File: src/rtl/stack_unit_pkg.sv
// stack_unit_pkg: shared command encoding, control states and stack defaults
package stack_unit_pkg;
  localparam int DEPTH_DEF = 16;
  localparam int DW = 16;
  typedef enum logic [1:0] {CMD_NOP, CMD_PUSH, CMD_POP} cmd_e;
  typedef enum logic [1:0] {IDLE, RESP, FAULT} state_e;
  // Exactly one of push/pop with the strobe is a command; anything else is a no-op
  function automatic cmd_e decode(input logic s, input logic pu, input logic po);
    return (!s || pu == po) ? CMD_NOP : pu ? CMD_PUSH : CMD_POP;
  endfunction
endpackage

File: src/rtl/stack_ram.sv
// stack_ram: DEPTH x DW storage, synchronous write, registered read, no reset
module stack_ram
  import stack_unit_pkg::*;
#(
  parameter int DEPTH = DEPTH_DEF,
  parameter int AW = 4
) (
  input  logic          clk,
  input  logic          we,
  input  logic [AW-1:0] waddr,
  input  logic [DW-1:0] wdata,
  input  logic          re,
  input  logic [AW-1:0] raddr,
  output logic [DW-1:0] rdata
);
  logic [DW-1:0] mem [DEPTH];
  // Read register only loads on a read so the last popped word is held
  always_ff @(posedge clk) begin
    if (we) mem[waddr] <= wdata;
    if (re) rdata <= mem[raddr];
  end
endmodule

File: src/rtl/stack_unit.sv
// stack_unit: LIFO register stack with pointer, flags and one-cycle response FSM
module stack_unit
  import stack_unit_pkg::*;
#(
  parameter int DEPTH = DEPTH_DEF,
  parameter int AW = 4
) (
  input  logic          clk,
  input  logic          rst,
  input  logic          sSTA,
  input  logic          push,
  input  logic          pop,
  input  logic [1:0]    streg1,
  input  logic [DW-1:0] pushData,
  output logic [DW-1:0] popData,
  output logic [1:0]    popReg,
  output logic          popValid,
  output logic          full,
  output logic          empty,
  output logic [AW:0]   level,
  output logic          overflow,
  output logic          underflow
);
  cmd_e cmd;
  state_e state_q, state_d;
  logic [AW:0] sp, sp_d;
  logic [DW-1:0] rdata;
  logic do_push, do_pop, rej, ovf_q, have_q;
  assign cmd = decode(sSTA, push, pop);
  assign do_push = cmd == CMD_PUSH && !full;
  assign do_pop = cmd == CMD_POP && !empty;
  assign rej = (cmd == CMD_PUSH && full) || (cmd == CMD_POP && empty);
  assign sp_d = do_push ? sp + 1'b1 : do_pop ? sp - 1'b1 : sp;
  stack_ram #(.DEPTH(DEPTH), .AW(AW)) u_ram (
    .clk(clk),
    .we(do_push && !rst),
    .waddr(sp[AW-1:0]),
    .wdata(pushData),
    .re(do_pop && !rst),
    .raddr(AW'(sp - 1'b1)),
    .rdata(rdata)
  );
  // Next control state: response on accepted pop, fault on any rejection
  always_comb begin
    state_d = do_pop ? RESP : rej ? FAULT : IDLE;
  end
  // Pointer, flags, response register and control state
  always_ff @(posedge clk) begin
    if (rst) begin
      sp <= '0;
      full <= 1'b0;
      empty <= 1'b1;
      popReg <= '0;
      have_q <= 1'b0;
      ovf_q <= 1'b0;
      state_q <= IDLE;
    end else begin
      sp <= sp_d;
      full <= sp_d == (AW+1)'(DEPTH);
      empty <= sp_d == '0;
      if (do_pop) popReg <= streg1;
      if (do_pop) have_q <= 1'b1;
      if (rej) ovf_q <= cmd == CMD_PUSH;
      state_q <= state_d;
    end
  end
  assign level = sp;
  assign popData = have_q ? rdata : '0;
  assign popValid = state_q == RESP;
  assign overflow = state_q == FAULT && ovf_q;
  assign underflow = state_q == FAULT && !ovf_q;
endmodule

File: config.mk
export PLATFORM = sky130hd
export DESIGN_NAME = stack_unit
export DESIGN_NICKNAME = d
export VERILOG_FILES = /design/src/rtl/stack_unit_pkg.sv /design/src/rtl/stack_ram.sv /design/src/rtl/stack_unit.sv
export SDC_FILE = /design/constraint.sdc
export NUM_CORES = 1
export LEC_CHECK = 0
export CAP_MARGIN = 25
export CORE_ASPECT_RATIO = 0.5
export CORE_MARGIN = 3
export CORE_UTILIZATION = 55
export DETAILED_ROUTE_END_ITERATION = 7
export PLACE_DENSITY = 0.74
export REMOVE_ABC_BUFFERS = 1
export SLEW_MARGIN = 10
export SYNTH_ARGS = -nofsm -noshare
export SYNTH_HDL_FRONTEND = slang
export SYNTH_SLANG_ARGS = --single-unit
File: constraint.sdc
create_clock -name clk -period 3.1 [get_ports clk]
set_input_delay 0.775 -clock clk [delete_from_list [all_inputs] [get_ports clk]]
set_output_delay 0.775 -clock clk [all_outputs]
set_load 0.1 [all_outputs]
Yosys cells after proc, flatten, opt, wreduce, memory -nomap -nowiden
Memories as Yosys holds them, arrays and structs flattened. A register that Yosys moved wholly into a read port is not among the register bits.
Index checks and enable logic that the tools add are counted.
Cells by class
  reductions and logical operators: 17
  equal/unequal tests: 6
  mux-type cells: 9
  add/sub/neg operators: 2
Operator list (number)
  two-way mux 16 bit: 1
  two-way mux 5 bit: 2
  logical AND 1 bit: 8
  two-way mux 2 bit: 3
  adder 5 x 1 -> 5 bit, second input constant: 1
  == test 5 bit, second input constant: 1
  logical NOT 1 bit: 5
  logical NOT 5 bit: 1
  subtractor 5 x 1 -> 5 bit, second input constant: 1
  == test 2 x 1 -> 1 bit, second input constant: 2
  == test 2 bit, second input constant: 2
  two-way mux 1 bit: 3
  logical OR 1 bit: 2
  OR reduction 2 bit: 1
  == test 1 bit: 1
Storage, ports and cells
  memories: 1
  bits in registers: 13
  bits in writable memories: 256
  output and inout port bits: 28
Memory list
  u_ram.mem: words 16, width 16, read ports 1, clocked after Yosys merged registers in 1, write ports 1, RTL line stack_ram.sv:16  | logic [DW-1:0] mem [DEPTH];

Longest topological paths before layout
  depth after elaboration: 8
  mapped depth: 10

Hierarchy
From an unflattened synthesis, not the netlist that was laid out.
Unflattened totals
  cells, all modules: 531
  area total of the unflattened synthesis: 11039.3 um^2
Modules (own cells, without submodules)
  stack_ram: cells an instance 432, area an instance 10203.5 um^2, times used 1
  stack_unit: cells an instance 99, area an instance 835.8 um^2, times used 1

Least setup slack after synthesis
Ideal clock, no wire load.
  kind: flip-flop to output port
  start: register ovf_q
  end: output underflow
  data arrival time: 2.524 ns
  slack: -0.199 ns
  stages on the path, launching flop included: 2
  buffers on the path: 0
  data required time: 2.325 ns
  cells stage by stage: dfxtp_1 -> nor3b_1
On the way
  cells in the longest elaborated chain, start to end: 2
RTL lines
  from (decl): RTL line stack_unit.sv:28  | logic do_push, do_pop, rej, ovf_q, have_q;
  from (signal assigned): RTL line stack_unit.sv:55  | ovf_q <= 1'b0;
  from (signal assigned): RTL line stack_unit.sv:63  | if (rej) ovf_q <= cmd == CMD_PUSH;
  logical NOT 1 bit: RTL line stack_unit.sv:71  | assign underflow = state_q == FAULT && !ovf_q;
  logical AND 1 bit: RTL line stack_unit.sv:71
  to (decl): RTL line stack_unit.sv:22  | output logic underflow
Every way passes these cells.

Final worst setup path
  start: register sp[1] (netlist: level[1])
  end: register u_ram.rdata[0] (read register of u_ram.mem) (data pin)
On the way
  cells in the longest elaborated chain, start to end: 1
RTL lines
  from (decl): RTL line stack_unit.sv:26  | logic [AW:0] sp, sp_d;
  from (signal assigned): RTL line stack_unit.sv:58  | sp <= sp_d;
  subtractor 5 x 1 -> 5 bit: RTL line stack_unit.sv:40  | .raddr(AW'(sp - 1'b1)),
  to (decl): RTL line stack_ram.sv:14  | output logic [DW-1:0] rdata
Every way passes these cells.
A chain may end at the register's enable or synchronous reset.

==> impl_metrics.env <==
export IMPL_synthAdderAreaFrac=0.00560
export IMPL_finalSetupViolations=0
export IMPL_power_leakage_nw=4.16
export IMPL_synthMuxAreaShare=0.143
export IMPL_avgSynthCellArea_um2=20.9
export IMPL_path_max_fanout=16
export IMPL_grt_pass1_vias=5467
export IMPL_worstSkewPairLatency_ns=0.52
export IMPL_hold_path_depth=2
export IMPL_coreArea_um2=19700
export IMPL_synth_area_leader_cell="edfxtp_1"
export IMPL_stdcell_area_um2=12900
export IMPL_total_power_mw=7.64
export IMPL_fmax_ghz=0.367
export IMPL_final_nets=638
export IMPL_status="finished, final reports clean"
export IMPL_synthSimpleGateAreaFrac=0.0402
export IMPL_rsz0062_at_grt="no"
export IMPL_grt_busiest_layer="met1"
export IMPL_dp_hpwl_um=14500
export IMPL_io_pins=51
export IMPL_rows=36
export IMPL_hold_path_endpoint="popReg[0]$_SDFFE_PP0P_"
export IMPL_synth_compound_area_share=0.0359
export IMPL_grt_overflow=0
export IMPL_synth_xor_area_share=0.00381
export IMPL_synth_ff_latch_count=285
export IMPL_yosysTopAreaCellShare=0.731
export IMPL_placed_area_um2=12200
export IMPL_ys_seq_area_frac=0.754
export IMPL_crit_required_ns=3.46
export IMPL_die_y_um=107
export IMPL_area_growth_pct=15.5
export IMPL_worst_setup_path_start_kind="register"
export IMPL_grt_max_degree=73
export IMPL_async_flop_share=0
export IMPL_worstMarginPinSlew_ns=0.924
export IMPL_drc=0
export IMPL_cp_end_kind="register"
export IMPL_clock_sinks=285
export IMPL_finalCritPeriodShare=0.879
export IMPL_diodes=0
export IMPL_holdCritStartpoint="popReg[0]$_SDFFE_PP0P_"
export IMPL_post_cts_buffers=0
export IMPL_grt_use_met2=0.299
export IMPL_max_stage_delay_ns=0.83
export IMPL_drive_gt1_frac=0.317
export IMPL_syn_inst=534
export IMPL_fp_dieW_um=208
export IMPL_rr_endpoint="u_ram.rdata[0]$_DFFE_PP_"
export IMPL_cts_buffers=24
export IMPL_worstPathCellList="inv_1 > ha_1 > and2_1 > a22oi_1 > o21ai_1"
export IMPL_cpLargestDelayFamily="simple AND/OR/NAND/NOR gates"
export IMPL_final_cell_mix="272 x edfxtp_1, 64 x mux4_2, 41 x buf_4"
export IMPL_cts_tree="yes"
export IMPL_grtUsageMet3=0.0509
export IMPL_synth_edff_count=272
export IMPL_ys_flop_type="edfxtp_1"
export IMPL_cts_buffer_depth=3
export IMPL_synth_top_family_by_area="multiplexers"
export IMPL_crit_type="register to register"
export IMPL_max_slew_margin_rel=0.384
export IMPL_period_needed_ns=2.73
export IMPL_vias=5429
export IMPL_io_buffer_count=50
export IMPL_power_density_nw_per_um2=592
export IMPL_yosys_warnings=0
export IMPL_final_common_cell="edfxtp_1"
export IMPL_route_antenna_remaining_nets=0
export IMPL_gp_congestion=0.791
export IMPL_vias_per_cell=6.08
export IMPL_fillers=1246
export IMPL_hold_viol_final=0
export IMPL_grt_pass1_wl_um=34700
export IMPL_ctsResizeCount=0
export IMPL_r2r_cells=5
export IMPL_path_clk_slew_ns=0.06
export IMPL_r2r_slack_ns=0.37
export IMPL_cap_violations=0
export IMPL_wire_per_inst_um=25.1
export IMPL_cts_hold_buf=0
export IMPL_slew_viol_final=0
export IMPL_initial_core_util=0.568
export IMPL_slowest_stage="and2_1"
export IMPL_synth_area_um2=11200
export IMPL_grt_use_met1=0.341
export IMPL_arrival_ns=3.09
export IMPL_reg2reg_from="level[1]$_SDFF_PP0_"
export IMPL_crit_buf_inv=1
export IMPL_ys_types=43
export IMPL_htreeDepth=1
export IMPL_postLayoutCoreUtil=0.656
export IMPL_ir_drop_mv=0.542
export IMPL_clockRootBuffer="clkbuf_16"
export IMPL_die_area_um2=22200
export IMPL_antenna_found_initial=0
export IMPL_fin_skew_ns=0.0184
export IMPL_synth_area_leaders="edfxtp_1 73%, mux4_2 13%, dfxtp_1 2.3%"
export IMPL_drt_iter0_drc=646
export IMPL_first_pass_iters=5
export IMPL_groute_usage_overall=0.211
export IMPL_wl_um=22400
export IMPL_hold_class="register to register"
## final cells by class
class | instances | area [um2] | share of cell area
flip-flops and latches | 285 | 8430 | 0.653
multi-input cells | 220 | 2620 | 0.203
repair buffers | 77 | 808 | 0.0626
clock buffers | 31 | 648 | 0.0502
well taps | 266 | 333 | 0.0258
clock inverters | 12 | 57.6 | 0.00446
inverters | 2 | 7.51 | 0.000582
## tightest hold or removal path, stage by stage (launching register included)
cell,delay (ns)
dfxtp_1,0.32
nand2_1,0.05
a21oi_1,0.06
## logic make-up after synthesis
| family | Yosys count |
|---|---|
| AOI/OAI and AO/OA | 49 |
| xor gates and xnor gates | 4 |
| adders and majority gates | 5 |
| buffers and inverters | 29 |
| DFF | 285 |
| muxes | 80 |
| and+or+nand+nor | 82 |
## worst max path at each step
| stage | from | endpoint | slack [ns] | cells after the start |
|---|---|---|---|---|
| finish | level[1]$_SDFF_PP0_ | u_ram.rdata[0]$_DFFE_PP_ | 0.37 | 5 |
| global route | level[1]$_SDFF_PP0_ | u_ram.rdata[15]$_DFFE_PP_ | 0.15 | 5 |
| CTS | have_q$_SDFFE_PP0P_ | popData[13] | 0.40 | 2 |
| detailed placement | pop | u_ram.mem[0][11]$_DFFE_PP_ | 0.15 | 6 |
| global placement | pop | u_ram.mem[1][13]$_DFFE_PP_ | 0.26 | 6 |
| floorplan | level[0]$_SDFF_PP0_ | u_ram.rdata[10]$_DFFE_PP_ | -4.91 | 6 |
## synth_stat cells, drive strengths merged (6+ instances only)
| cell | number |
|---|---|
| and2 | 17 |
| o21ai | 18 |
| mux4 | 64 |
| buf | 24 |
| a22oi | 17 |
| dfxtp | 13 |
| nand2 | 14 |
| mux2i | 16 |
| a21oi | 9 |
| nor2 | 28 |
| edfxtp | 272 |
| nand3 | 6 |
## registers in the layout (all words and copies together) (netlist names)
name and cells:
state_q 2, u_ram.rdata 16, level 5, u_ram.mem 256, full 1, ovf_q 1, empty 1, have_q 1
popReg 2
## per-layer routing
metal,part of all wire,routed length [um]
met1,0.46,10400
met2,0.43,9560
met3,0.097,2180
met4,0.014,312
met5,0,0
## where the power goes
part / switching [mW] / total [mW] / internal, mW
sequential: 0.0119 / 4.25 / 4.24
combinational: 0.380 / 0.626 / 0.245
clock: 1.29 / 2.76 / 1.48
total: 1.68 / 7.64 / 5.96
## per-stage QoR
step / setup TNS [ns] / hold WS, ns / cells / worst slack (ns)
floorplan: -609.27 / 0.493 / 507 / -4.91
global placement: 0 / 0.446 / 850 / 0.265
detailed placement: 0 / 0.462 / 850 / 0.150
CTS: 0 / 0.477 / 893 / 0.404
global route: 0 / 0.504 / 893 / 0.145
finish: 0 / 0.474 / 893 / 0.374
Note: power is estimated with default switching activity, not from simulation.
